--- config.mk ---
export PLATFORM = sky130hd
export DESIGN_NAME = system_qsys_sysid_ext_flat
export DESIGN_NICKNAME = d
export VERILOG_FILES = /design/src/rtl/system_qsys_sysid_ext_if.sv /design/src/rtl/system_qsys_sysid_ext.sv /design/src/flat_wrapper.sv
export SDC_FILE = /design/constraint.sdc
export NUM_CORES = 1
export LEC_CHECK = 0
export CAP_MARGIN = 30
export CORE_MARGIN = 2
export CORE_UTILIZATION = 50
export DETAILED_ROUTE_END_ITERATION = 8
export PLACE_DENSITY = 0.76
export RECOVER_POWER = 100
export SYNTH_ARGS = -nofsm -noshare
export SYNTH_HDL_FRONTEND = slang
export SYNTH_SLANG_ARGS = --single-unit
--- constraint.sdc ---
create_clock -name clock -period 11.4 [get_ports clock]
set_input_delay 2.28 -clock clock [delete_from_list [all_inputs] [get_ports clock]]
set_output_delay 2.28 -clock clock [all_outputs]
set_load 0.05 [all_outputs]
--- src/rtl/system_qsys_sysid_ext_if.sv ---
// Avalon-MM slave bus for the system-ID / housekeeping peripheral.
// The master drives the request side and the slave returns pipelined read data.
interface system_qsys_sysid_ext_if #(
    parameter int ADDR_WIDTH = 4
);
    logic [ADDR_WIDTH-1:0] address;
    logic                  read;
    logic                  write;
    logic [31:0]           writedata;
    logic [3:0]            byteenable;
    logic [31:0]           readdata;
    logic                  readdatavalid;

    modport master (
        output address, read, write, writedata, byteenable,
        input  readdata, readdatavalid
    );

    modport slave (
        input  address, read, write, writedata, byteenable,
        output readdata, readdatavalid
    );
endinterface

--- src/rtl/system_qsys_sysid_ext.sv ---
// System-ID and housekeeping slave: ID/timestamp words, 64-bit uptime counter with
// atomic hi snapshot, sticky overflow, lockable scratch registers, pipelined reads.
module system_qsys_sysid_ext #(
    parameter logic [31:0] SYS_ID       = 32'h0000_0000,
    parameter logic [31:0] TIMESTAMP    = 32'h0000_0000,
    parameter int          NUM_SCRATCH  = 4,
    parameter int          ADDR_WIDTH   = 4,
    parameter int          READ_LATENCY = 1,
    parameter logic [63:0] UPTIME_INIT  = 64'h0
) (
    input  logic                    clock,
    input  logic                    reset,
    system_qsys_sysid_ext_if.slave  avs
);
    localparam logic [ADDR_WIDTH-1:0] A_ID      = ADDR_WIDTH'(0);
    localparam logic [ADDR_WIDTH-1:0] A_TS      = ADDR_WIDTH'(1);
    localparam logic [ADDR_WIDTH-1:0] A_UP_LO   = ADDR_WIDTH'(2);
    localparam logic [ADDR_WIDTH-1:0] A_UP_HI   = ADDR_WIDTH'(3);
    localparam logic [ADDR_WIDTH-1:0] A_CONTROL = ADDR_WIDTH'(4);
    localparam logic [ADDR_WIDTH-1:0] A_STATUS  = ADDR_WIDTH'(5);

    logic [ADDR_WIDTH-1:0] addr;
    logic [31:0]           wd;
    logic [3:0]            be;
    logic                  rd_acc;
    logic                  wr_acc;
    logic                  scr_hit;
    logic                  clr_pulse;
    logic                  wrap;

    logic [63:0] cnt;
    logic [31:0] hi_shadow;
    logic        ctrl_en;
    logic        ctrl_lock;
    logic        ovf;
    logic [31:0] scratch [8];
    logic [31:0] rd_mux;

    assign addr    = avs.address;
    assign wd      = avs.writedata;
    assign be      = avs.byteenable;
    // A write wins over a simultaneous read; the read is simply dropped.
    assign rd_acc  = avs.read & ~avs.write;
    assign wr_acc  = avs.write;
    assign scr_hit = addr[3] && (int'(addr[2:0]) < NUM_SCRATCH);

    assign clr_pulse = wr_acc && (addr == A_CONTROL) && be[0] && wd[1];
    assign wrap      = ctrl_en && !clr_pulse && (cnt == '1);

    always_ff @(posedge clock or posedge reset) begin
        if (reset) begin
            cnt <= UPTIME_INIT;
        end else if (clr_pulse) begin
            cnt <= '0;
        end else if (ctrl_en) begin
            cnt <= cnt + 64'd1;
        end
    end

    always_ff @(posedge clock or posedge reset) begin
        if (reset) begin
            ctrl_en   <= 1'b1;
            ctrl_lock <= 1'b0;
        end else if (wr_acc && (addr == A_CONTROL)) begin
            if (be[0]) ctrl_en   <= wd[0];
            if (be[1]) ctrl_lock <= wd[8];
        end
    end

    // Wrap takes priority over a concurrent W1C so an overflow is never lost.
    always_ff @(posedge clock or posedge reset) begin
        if (reset) begin
            ovf <= 1'b0;
        end else if (wrap) begin
            ovf <= 1'b1;
        end else if (wr_acc && (addr == A_STATUS) && be[0] && wd[0]) begin
            ovf <= 1'b0;
        end
    end

    always_ff @(posedge clock or posedge reset) begin
        if (reset) begin
            hi_shadow <= '0;
        end else if (rd_acc && (addr == A_UP_LO)) begin
            hi_shadow <= cnt[63:32];
        end
    end

    for (genvar gi = 0; gi < 8; gi++) begin : g_scratch
        localparam bit LIVE = (gi < NUM_SCRATCH);
        always_ff @(posedge clock or posedge reset) begin
            if (reset) begin
                scratch[gi] <= '0;
            end else if (LIVE && wr_acc && !ctrl_lock && (addr == ADDR_WIDTH'(8 + gi))) begin
                for (int b = 0; b < 4; b++) begin
                    if (be[b]) scratch[gi][8*b +: 8] <= wd[8*b +: 8];
                end
            end
        end
    end

    always_comb begin
        rd_mux = '0;
        case (addr)
            A_ID:      rd_mux = SYS_ID;
            A_TS:      rd_mux = TIMESTAMP;
            A_UP_LO:   rd_mux = cnt[31:0];
            A_UP_HI:   rd_mux = hi_shadow;
            A_CONTROL: rd_mux = {23'b0, ctrl_lock, 7'b0, ctrl_en};
            A_STATUS:  rd_mux = {31'b0, ovf};
            default:   if (scr_hit) rd_mux = scratch[addr[2:0]];
        endcase
    end

    // Stage p0: capture register state at the read edge.
    logic [31:0] data_p0;
    logic        vld_p0;

    always_ff @(posedge clock or posedge reset) begin
        if (reset) begin
            vld_p0  <= 1'b0;
            data_p0 <= '0;
        end else begin
            vld_p0 <= rd_acc;
            if (rd_acc) data_p0 <= rd_mux;
        end
    end

    // Stage p1: optional extra read stage.
    if (READ_LATENCY == 2) begin : g_lat2
        logic [31:0] data_p1;
        logic        vld_p1;

        always_ff @(posedge clock or posedge reset) begin
            if (reset) begin
                vld_p1  <= 1'b0;
                data_p1 <= '0;
            end else begin
                vld_p1 <= vld_p0;
                if (vld_p0) data_p1 <= data_p0;
            end
        end

        assign avs.readdata      = data_p1;
        assign avs.readdatavalid = vld_p1;
    end else begin : g_lat1
        assign avs.readdata      = data_p0;
        assign avs.readdatavalid = vld_p0;
    end
endmodule

--- src/flat_wrapper.sv ---
// flat-port wrapper written by rule: the top's interface ports become plain ports
module system_qsys_sysid_ext_flat 
#(
    parameter logic [31:0] SYS_ID       = 32'h0000_0000,
    parameter logic [31:0] TIMESTAMP    = 32'h0000_0000,
    parameter int          NUM_SCRATCH  = 4,
    parameter int          ADDR_WIDTH   = 4,
    parameter int          READ_LATENCY = 1,
    parameter logic [63:0] UPTIME_INIT  = 64'h0
)
  (clock, reset, avs_address, avs_read, avs_write, avs_writedata, avs_byteenable, avs_readdata, avs_readdatavalid);
  system_qsys_sysid_ext_if #(.ADDR_WIDTH(ADDR_WIDTH)) avs_i ();
  input  logic clock;
  input  logic reset;
  input wire logic [$bits(avs_i.address)-1:0] avs_address;
  input wire logic [$bits(avs_i.read)-1:0] avs_read;
  input wire logic [$bits(avs_i.write)-1:0] avs_write;
  input wire logic [$bits(avs_i.writedata)-1:0] avs_writedata;
  input wire logic [$bits(avs_i.byteenable)-1:0] avs_byteenable;
  output wire logic [$bits(avs_i.readdata)-1:0] avs_readdata;
  output wire logic [$bits(avs_i.readdatavalid)-1:0] avs_readdatavalid;
  assign avs_i.address = avs_address;
  assign avs_i.read = avs_read;
  assign avs_i.write = avs_write;
  assign avs_i.writedata = avs_writedata;
  assign avs_i.byteenable = avs_byteenable;
  assign avs_readdata = avs_i.readdata;
  assign avs_readdatavalid = avs_i.readdatavalid;
  system_qsys_sysid_ext #(.SYS_ID(SYS_ID), .TIMESTAMP(TIMESTAMP), .NUM_SCRATCH(NUM_SCRATCH), .ADDR_WIDTH(ADDR_WIDTH), .READ_LATENCY(READ_LATENCY), .UPTIME_INIT(UPTIME_INIT)) u_core (.clock(clock), .reset(reset), .avs(avs_i));
endmodule
==> flow_metrics.env, run 1 <==
export IMPL_nNetsFinal=1038
export IMPL_post_cts_resized=0
export IMPL_relSlewSlack_pct=-245
export IMPL_placementRows=56
export IMPL_synth_xor_area_share_pct=2.62
export IMPL_drv_cap=5
export IMPL_critPathMostFrequentCell="clkbuf_1"
export IMPL_htree_levels=1
export IMPL_path_delay_family="buffers and inverters"
export IMPL_die_h_um=157
export IMPL_critical_path_class="in2reg"
export IMPL_drt_pass1_iter_count=5
export IMPL_postLayoutCoreUtil_pct=58.4
export IMPL_core_region_area_um2=23300
export IMPL_period_share_pct=61.1
export IMPL_grt_max_degree=118
export IMPL_min_path_cells=2
export IMPL_grt_pass1_wl_mm=44.6
export IMPL_power_density_nw_per_um2=192
export IMPL_setup_violations_final=0
export IMPL_status="finished with violations"
export IMPL_cp_num_buf_inv=4
export IMPL_synth_compound_area_share_pct=6.78
export IMPL_io_buffers=76
export IMPL_syn_area_per_cell_um2=12.7
export IMPL_routed_wl_mm=27.3
export IMPL_crit_slowest_cell="clkbuf_1"
export IMPL_grt_pass1_vias=8154
export IMPL_r2r_slack_ns=8.12
export IMPL_postRouteAntennaNets=0
export IMPL_wl_per_cell_um=20.6
export IMPL_drtIter0Drc=823
export IMPL_cts_setup_buffers=0
export IMPL_cts_tree="done"
export IMPL_fin_worst_skew_ns=0.00697
export IMPL_clkSinkCount=260
export IMPL_yosysTopAreaCellShare_pct=55.3
export IMPL_boundaryPins=77
export IMPL_n_fill_cell=1863
export IMPL_final_hold_violation_count=0
export IMPL_area_growth_pct=16.0
export IMPL_leakagePower_nw=5.75
export IMPL_multi_input_area_um2=5020
export IMPL_ff_latch_area_um2=6510
export IMPL_synthFlopType="dfrtp_1"
export IMPL_layout_common_cells="259 x dfrtp_1, 154 x mux2_2, 80 x nand2_1, 50 x nor2_1, 48 x o21ai_0"
export IMPL_clockRootBuffer="clkbuf_16"
export IMPL_ys_top_cells_by_area="dfrtp_1 55%, mux2_2 15%, mux4_2 6.1%"
export IMPL_synth_seq_cells=260
export IMPL_cts_clk_slew_worst_paths_ns=0.06
export IMPL_synth_edf_count=0
export IMPL_timing_setup_tns_ns=0
export IMPL_diodes=0
export IMPL_synth_nets=967
export IMPL_synth_simple_area_share_pct=11.5
export IMPL_dp_hpwl_mm=18.1
export IMPL_required_ns=11.80
export IMPL_cts_inserted_buffers=27
export IMPL_grt_usage_pct=22.9
export IMPL_via_per_inst=6.12
export IMPL_start_kind="primary input"
export IMPL_arrival_ns=7.37
export IMPL_synth_distinct_cells=46
export IMPL_crit_chain="dlygate4sd3_1, nand2b_2, clkbuf_1, inv_1, nand2_1, clkbuf_1, mux2_2"
export IMPL_tightest_slew_ns=5.15
export IMPL_fmax_mhz=143
export IMPL_start_util_pct=50.4
export IMPL_slew_violations=314
export IMPL_ys_seq_area_share_pct=55.5
export IMPL_hold_buffers=0
export IMPL_min_from="u_core.avs.readdata[11]"
export IMPL_min_period_ns=6.97
export IMPL_drive_above_1_share_pct=24.4
export IMPL_clk_latency_ns=0.52
export IMPL_min_to="u_core.avs.readdata[11]"
export IMPL_hold_class="reg2reg"
export IMPL_post_synth_top_area_cell="dfrtp_1"
export IMPL_cts_buffer_depth=3
export IMPL_worstPathMaxFanout=61
export IMPL_postSynth_asyncResetShare_pct=100
export IMPL_cpPeakStageDelay_ns=1.72
export IMPL_synthMuxAreaShare_pct=21.6
export IMPL_violations="capacitance limit, slew limit"
export IMPL_syn_inst=922
export IMPL_dieArea_um2=24700
export IMPL_r2r_end="u_core.cnt[58]"
export IMPL_gp_congestion=0.820
export IMPL_rsz0062_at_grt="no"
export IMPL_yosysWarnings=128
export IMPL_netlist_area_um2=11700
export IMPL_synth_top_family_by_area="multiplexers"
export IMPL_vdd_drop_max_mv=0.144
export IMPL_antenna_found_initial=0
export IMPL_final_common_cell="dfrtp_1"
export IMPL_drc=0
export IMPL_gr_total_overflow=0
export IMPL_reg2reg_from="u_core.ctrl_en"
export IMPL_ff2ff_path_depth=5
export IMPL_end_kind="flip-flop"
export IMPL_fp_dieW_um=157
export IMPL_via_count=8114
export IMPL_synthAdderAreaFrac_pct=0.107
export IMPL_whs_ns=0.482
## report_power, final
group	switching (mW)	internal, mW
sequential	0.178	1.12
combinational	0.260	0.245
clock	0.338	0.461
## Yosys cell counts (4+ instances only)
master	n
and4_1	7
nand4_1	32
nand3_1	26
or3_1	13
nor3_1	6
nor4_1	4
and3_1	11
xor2_1	24
clkbuf_1	36
nor2_1	51
o31ai_1	9
a21oi_1	23
mux2_1	4
a222oi_1	31
o21ai_0	48
dfrtp_1	259
or4_1	11
xnor2_1	11
inv_1	9
mux4_2	32
nand2_1	80
mux2_2	154
buf_2	7
## per-layer routing
layer | up-vias | global-route usage [%] | wire length, um
met5 | - | 0 | 0
met4 | 0 | 7.49 | 696
met3 | 46 | 3.72 | 1690
met2 | 278 | 35.6 | 13100
met1 | 4198 | 33.2 | 11800
li1 | 3592 | - | -
## through the flow
step | worst slack [ns] | total power, mW | instance area, um2 | std cells
after global routing | 3.86 | 2.73 | 13600 | 1325
after global placement | 6.15 | 1.79 | 12800 | 1282
after CTS | 6.60 | 2.62 | 13600 | 1324
after floorplan | 1.97 | 1.64 | 11700 | 922
after detailed placement | 6.08 | 1.82 | 12800 | 1282
final | 4.43 | 2.60 | 13600 | 1325
## layout make-up
type / instances / share of cell area, %
multi-input combinational: 606 / 36.9
inverter: 9 / 0.258
clock buffer: 38 / 5.64
timing repair buffer: 89 / 6.25
tap: 319 / 2.94
clock inverter: 4 / 0.147
sequential: 260 / 47.9
## kinds of logic (layout without fill, tap and decap cells)
family / count (synthesis) / in the layout
multiplexers: 193 / 193
AO/OA/AOI/OAI: 119 / 119
flip-flops: 260 / 260
AND/OR/NAND/NOR: 258 / 258
XOR/XNOR: 35 / 35
buffers and inverters: 56 / 140
adder cells (fa/ha/maj): 1 / 1
## worst max-delay path by stage
stage                     cells after the start           start                      to
after floorplan                               1           reset  u_core.avs.readdata[0]
after global placement                        7  avs_address[3]     u_core.scratch[188]
after detailed placement                      7  avs_address[3]     u_core.scratch[194]
after CTS                                     7  avs_address[3]     u_core.scratch[198]
after global routing                          7       avs_write    u_core.hi_shadow[20]
final                                         7       avs_write    u_core.hi_shadow[20]
## flip-flops by register name, indices dropped and copies added, names as in the netlist
name / flops
u_core.hi_shadow: 32
u_core.ctrl_lock: 1
u_core.ovf: 1
u_core.avs.readdata: 32
u_core.scratch: 128
u_core.avs.readdatavalid: 1
u_core.cnt: 64
u_core.ctrl_en: 1
## worst reg2reg max path, cell delays in order (launching register included)
cell     delay (ns)
dfstp_2        0.62
nand4_1        0.26
nor4_4         0.52
nand4_1        0.83
or4_1          0.78
a21oi_1        0.16
Power figures use the tool's default switching activity.
==> run 2: changes to the inputs <==
==> constraint.sdc (replaced) <==
create_clock -name clock -period 6.9 [get_ports clock]
set_input_delay 1.38 -clock clock [delete_from_list [all_inputs] [get_ports clock]]
set_output_delay 1.38 -clock clock [all_outputs]
set_load 0.05 [all_outputs]
==> run 2 against run 1 <==
Effect of this change: the flow still finishes with violations (capacitance limit, slew limit); sequential power increased by 66%; wire length increased by 2.1%; clock-buffer cell count increased by 7; clock skew decreased by 0.0010 ns; utilization increased by 0.27 points; register-to-register slack got worse by 4.8 ns; total power increased by 71%; via count about the same; largest cell class unchanged; largest power group unchanged.
==> flow_metrics.env, run 2 (synthesized netlist as in run 1, its figures left out) <==
export IMPL_arrival_ns=5.39
export IMPL_cts_tree="done"
export IMPL_n_fill_cell=1877
export IMPL_antenna_found_initial=0
export IMPL_drv_cap=6
export IMPL_drive_above_1_share_pct=24.0
export IMPL_gp_congestion=0.835
export IMPL_grt_max_degree=73
export IMPL_grt_pass1_vias=7959
export IMPL_pwr_share_clk_pct=32.7
export IMPL_placementRows=56
export IMPL_cts_clk_slew_worst_paths_ns=0.06
export IMPL_min_from="u_core.avs.readdata[4]"
export IMPL_status="finished with violations"
export IMPL_hold_class="reg2reg"
export IMPL_final_common_cell="dfrtp_1"
export IMPL_cts_buffer_depth=3
export IMPL_regMostFlops="u_core.scratch"
export IMPL_dp_hpwl_mm=18.8
export IMPL_slew_violations=279
export IMPL_worstPathMaxFanout=39
export IMPL_pwr_share_seq_pct=48.5
export IMPL_place_inst=1284
export IMPL_setup_violations_final=0
export IMPL_fin_worst_skew_ns=0.00593
export IMPL_critical_path_class="in2reg"
export IMPL_required_ns=7.33
export IMPL_drt_pass1_iter_count=7
export IMPL_switching_share_pct=29.5
export IMPL_hold_buffers=0
export IMPL_start_util_pct=50.4
export IMPL_whs_ns=0.475
export IMPL_setup_slack_ns=1.94
export IMPL_vdd_drop_max_mv=0.214
export IMPL_clkSinkCount=260
export IMPL_drtIter0Drc=764
export IMPL_diodes=0
export IMPL_via_count=8118
export IMPL_ff_latch_area_um2=6510
export IMPL_die_h_um=157
export IMPL_violations="capacitance limit, slew limit"
export IMPL_final_hold_violation_count=0
export IMPL_cts_setup_buffers=0
export IMPL_pre_cts_slack_ns=2.49
export IMPL_dieArea_um2=24700
export IMPL_end_kind="flip-flop"
export IMPL_largest_register_ff_count=128
export IMPL_relSlewSlack_pct=-72.9
export IMPL_postLayoutCoreUtil_pct=58.7
export IMPL_drc=0
export IMPL_postRouteAntennaNets=0
export IMPL_tightest_slew_ns=2.59
export IMPL_period_share_pct=71.9
export IMPL_ff2ff_path_depth=5
export IMPL_htree_levels=1
export IMPL_timing_setup_tns_ns=0
export IMPL_gr_total_overflow=0
export IMPL_via_per_inst=6.09
export IMPL_boundaryPins=77
export IMPL_fmax_mhz=202
export IMPL_r2r_end="u_core.cnt[54]"
export IMPL_min_period_ns=4.96
export IMPL_reg2reg_from="u_core.cnt[14]"
export IMPL_min_path_cells=2
export IMPL_area_growth_pct=16.5
export IMPL_rsz0062_at_grt="no"
export IMPL_leakagePower_nw=5.78
export IMPL_reg_largest_list="u_core.scratch x128, u_core.cnt x64"
export IMPL_total_power_mw=4.45
export IMPL_pwr_share_comb_pct=18.8
export IMPL_min_to="u_core.avs.readdata[4]"
export IMPL_fp_dieW_um=157
export IMPL_cts_inserted_buffers=27
export IMPL_clockRootBuffer="clkbuf_16"
export IMPL_p_int_mw=3.14
export IMPL_nNetsFinal=1039
export IMPL_final_area_um2=13700
export IMPL_routed_wl_mm=27.9
export IMPL_r2r_slack_ns=3.32
export IMPL_post_cts_resized=0
export IMPL_clk_latency_ns=0.52
export IMPL_multi_input_area_um2=5000
export IMPL_layout_common_cells="259 x dfrtp_1, 152 x mux2_2, 80 x nand2_1, 50 x nor2_1, 48 x o21ai_0"
export IMPL_io_buffers=76
export IMPL_start_kind="primary input"
export IMPL_final_cells=1333
export IMPL_power_density_nw_per_um2=326
export IMPL_wl_per_cell_um=20.9
export IMPL_core_region_area_um2=23300
export IMPL_grt_pass1_wl_mm=44.5
export IMPL_dpl_instance_area_um2=12800
export IMPL_switchingPower_mw=1.31
export IMPL_grt_usage_pct=23.0
## run 2: cell count changes in the layout (fill, tap and decap cells not counted), moves of 2 or more
cell             delta
bufinv_16           +2
clkbuf_1            +6
clkbuf_8            +3
clkdlybuf4s50_1     +2
clkinv_2            -2
dlygate4sd3_1       -2
mux2_1              +2
mux2_2              -2
## run 2: layer usage
metal | vias to the layer above | GRT usage, % | part of all wire (%) | wire (um)
met5 | - | 0 | 0 | 0
li1 | 3604 | - | - | -
met4 | 0 | 7.23 | 2.5 | 693
met2 | 298 | 36.0 | 48 | 13300
met1 | 4171 | 33.8 | 44 | 12100
met3 | 45 | 2.97 | 6.2 | 1720
## run 2: final cells by class
cell class | instances | area share (%)
Inverter | 9 | 0.256
Multi-Input combinational cell | 606 | 36.6
Timing Repair Buffer | 90 | 6.05
Clock inverter | 4 | 0.513
Tap cell | 319 | 2.92
Sequential cell | 260 | 47.6
Clock buffer | 45 | 6.03
## run 2: power groups by stage
stage,registers (mW),logic [mW],clock network (mW)
2_1_floorplan,2.14,0.558,0
3_3_place_gp,2.16,0.814,0
3_5_place_dp,2.17,0.842,0
4_1_cts,2.15,0.850,1.48
5_1_grt,2.20,0.912,1.54
6_report,2.16,0.835,1.46
## run 2: worst max-delay path, stage by stage
cell	delay (ns)
clkbuf_1	1.62
nand2_1	0.30
nor3_1	0.27
clkbuf_1	1.19
a222oi_1	0.36
o21ai_0	0.24
## run 2: how the worst max path moves through the flow
stage	startpoint	to	slack (ns)	cells past startpoint
3_3_place_gp	avs_address[3]	u_core.scratch[188]	2.56	7
6_report	avs_address[1]	u_core.avs.readdata[26]	1.94	6
2_1_floorplan	reset	u_core.avs.readdata[0]	2.09	1
4_1_cts	avs_address[2]	u_core.cnt[50]	3.01	7
3_5_place_dp	avs_address[3]	u_core.scratch[163]	2.49	7
5_1_grt	reset	u_core.scratch[250]	1.41	3
==> RTL change, RTL diff (flow settings as in run 1) <==
`ADDR_WIDTH` is set to 4 in 3 places; all go to 5.
--- a/src/rtl/system_qsys_sysid_ext_if.sv
+++ b/src/rtl/system_qsys_sysid_ext_if.sv
@@ -1,7 +1,7 @@
 // Avalon-MM slave bus for the system-ID / housekeeping peripheral.
 // The master drives the request side and the slave returns pipelined read data.
 interface system_qsys_sysid_ext_if #(
-    parameter int ADDR_WIDTH = 4
+    parameter int ADDR_WIDTH = 5
 );
     logic [ADDR_WIDTH-1:0] address;
     logic                  read;
--- a/src/rtl/system_qsys_sysid_ext.sv
+++ b/src/rtl/system_qsys_sysid_ext.sv
@@ -4,7 +4,7 @@
     parameter logic [31:0] SYS_ID       = 32'h0000_0000,
     parameter logic [31:0] TIMESTAMP    = 32'h0000_0000,
     parameter int          NUM_SCRATCH  = 4,
-    parameter int          ADDR_WIDTH   = 4,
+    parameter int          ADDR_WIDTH   = 5,
     parameter int          READ_LATENCY = 1,
     parameter logic [63:0] UPTIME_INIT  = 64'h0
 ) (
--- a/src/flat_wrapper.sv
+++ b/src/flat_wrapper.sv
@@ -4,7 +4,7 @@
     parameter logic [31:0] SYS_ID       = 32'h0000_0000,
     parameter logic [31:0] TIMESTAMP    = 32'h0000_0000,
     parameter int          NUM_SCRATCH  = 4,
-    parameter int          ADDR_WIDTH   = 4,
+    parameter int          ADDR_WIDTH   = 5,
     parameter int          READ_LATENCY = 1,
     parameter logic [63:0] UPTIME_INIT  = 64'h0
 )
Ports: changed (resized avs_address); port bits go from 77 to 78. The function was not compared with the original's and may differ.
==> RTL change against run 1 <==
  * Sequential cell count unchanged
  * Power increased by 1.3%
  * Setup slack got worse by 0.39 ns
  * Routed wire length about the same
  * Design area increased by 1.5%
  * The flow still finishes with violations (max-capacitance violations, max-slew violations)
  * Combinational power about the same
  * Sequential share of layout area decreased by 0.71 points
  * Utilization increased by 0.52 points
  * Synthesized area increased by 1.2%
  * Register-to-register slack improved by 0.26 ns
==> RTL change: results (changes against run 1) <==
* Status: complete, but fails checks
* Clock skew at 0.0117 ns (+0.00477 ns)
* H-tree levels at 1 (unchanged)
* Post-synth net total at 987 (+2.1%)
* Switching Power at 797 uW (+2.7%)
* Max VDD drop at 126 uV (-13%)
* Max cap viols at 7 (+2)
* Power in the clock group at 889 uW (+11%)
* CTS Buf Count at 27 (unchanged)
* Hold Path Stages at 1 (-1)
* First-pass GRT wire length at 44300 um (-0.67%)
* Worst EP arrival at 7.76 ns (+0.39 ns)
* Top flop regs: u_core.scratch x128, u_core.cnt x64
* Port buffer count at 77 (+1.3%)
* Clk buf depth at 3 (unchanged)
* Grt met2 use at 0.343 (-0.0135)
* Largest net degree at the start of global routing at 113 (-4.2%)
* Aggregate global-route resource usage at 0.228 (-0.00118)
* DRT iter0 DRCs at 897 (+9.0%)
* Worst-path maximum fanout at 47 (-23%)
* Failing checks: max-capacitance violations, max-slew violations
* Largest cells by area after synthesis: dfrtp_1, mux2_2, mux4_2, nor2_1, a222oi_1
* Post-synthesis cell count at 941 (+2.1%)
* Detailed placement HPWL at 18100 um (+0.44%)
* DR pass1 iterations at 7 (+2)
* Synth cell types at 47 (+2.2%)
* Top cells by count, synth: dfrtp_1, mux2_2, nor2_1
* Clock transition at the registers of the reported paths at 0.06 ns (about the same)
* Worst slew pin tran at 4.95 ns (-0.196 ns)
* Vias in the first global route at 7935 (-2.7%)
* Met3 usage at 0.0304 (-0.00678)
* Comb power frac at 0.191 (-0.003)
* Via density at 6.09 (-0.59%)
* Final WL at 27300 um (about the same)
* Sequential area share after synthesis at 0.549 (-0.00650)
* Fin nets at 1052 (+1.3%)
* Leakage at 0.00585 uW (+1.9%)
* Non-Filler Instances at 1343 (+1.4%)
* # fillers at 1876 (+0.70%)
* Layout cell share with drive strength beyond 1 at 0.250 (+0.00646)
* Met1 usage at 0.346 (+0.0144)
* Post-CTS sizing at 0 (unchanged)
* Switching share of power at 0.302 (+0.00416)
* Max-slew violation total from the final report at 400 (+27%)
* GP Congestion at 0.835 (+1.8%)
* Clk_lat worst skew at 0.53 ns
* Synthesis Warnings at 128 (unchanged)
-- RTL change: final cells by class --
type	instances	area, sq um	share of cell area
clock inverters	13	151	0.0110
clock buffers	34	742	0.0538
well taps	319	399	0.0289
repair buffers	89	848	0.0615
flip-flops and latches	260	6510	0.472
multi-input cells	623	5130	0.372
inverters	5	20.0	0.00145
-- RTL change: stage by stage --
stage | setup WS, ns | utilization | area [sq um]
floorplan | 1.97 | - | 11900
global placement | 6.15 | 0.552 | 12900
detailed placement | 6.11 | 0.553 | 12900
CTS | 6.62 | 0.592 | 13800
global route | 3.25 | 0.590 | 13800
finish | 4.04 | 0.590 | 13800
-- RTL change: path summary, 6_finish.rpt --
kind,slack [ns],endpoint,from
setup / recovery,4.04,u_core.hi_shadow[17],avs_address[0]
hold / removal,0.50,u_core.scratch[153],u_core.scratch[153]
setup reg to reg,8.38,u_core.cnt[62],u_core.cnt[15]
hold reg to reg,0.50,u_core.scratch[153],u_core.scratch[153]
max in group asynchronous,4.23,u_core.scratch[200],reset
min in group asynchronous,3.73,u_core.avs.readdata[1],reset
-- RTL change: kinds of logic after synthesis --
family,synth area share
AND/OR/NAND/NOR,0.122
flip-flops,0.549
multiplexers,0.214
AO/OA/AOI/OAI,0.0677
buffers and inverters,0.0193
XOR/XNOR,0.0266
adder cells (fa/ha/maj),0.00105
-- RTL change: per-layer routing --
layer,wire [um],part of all wire
met3,1580,0.058
met1,12200,0.45
met2,12900,0.47
met5,0,0
met4,704,0.026
-- RTL change: critical path: stages --
cell	delay [ns]
buf_2	0.08
clkbuf_1	2.24
or3_1	0.35
nor3b_1	0.07
clkbuf_1	0.61
nand2_1	0.24
clkbuf_1	1.40
mux2_2	0.46
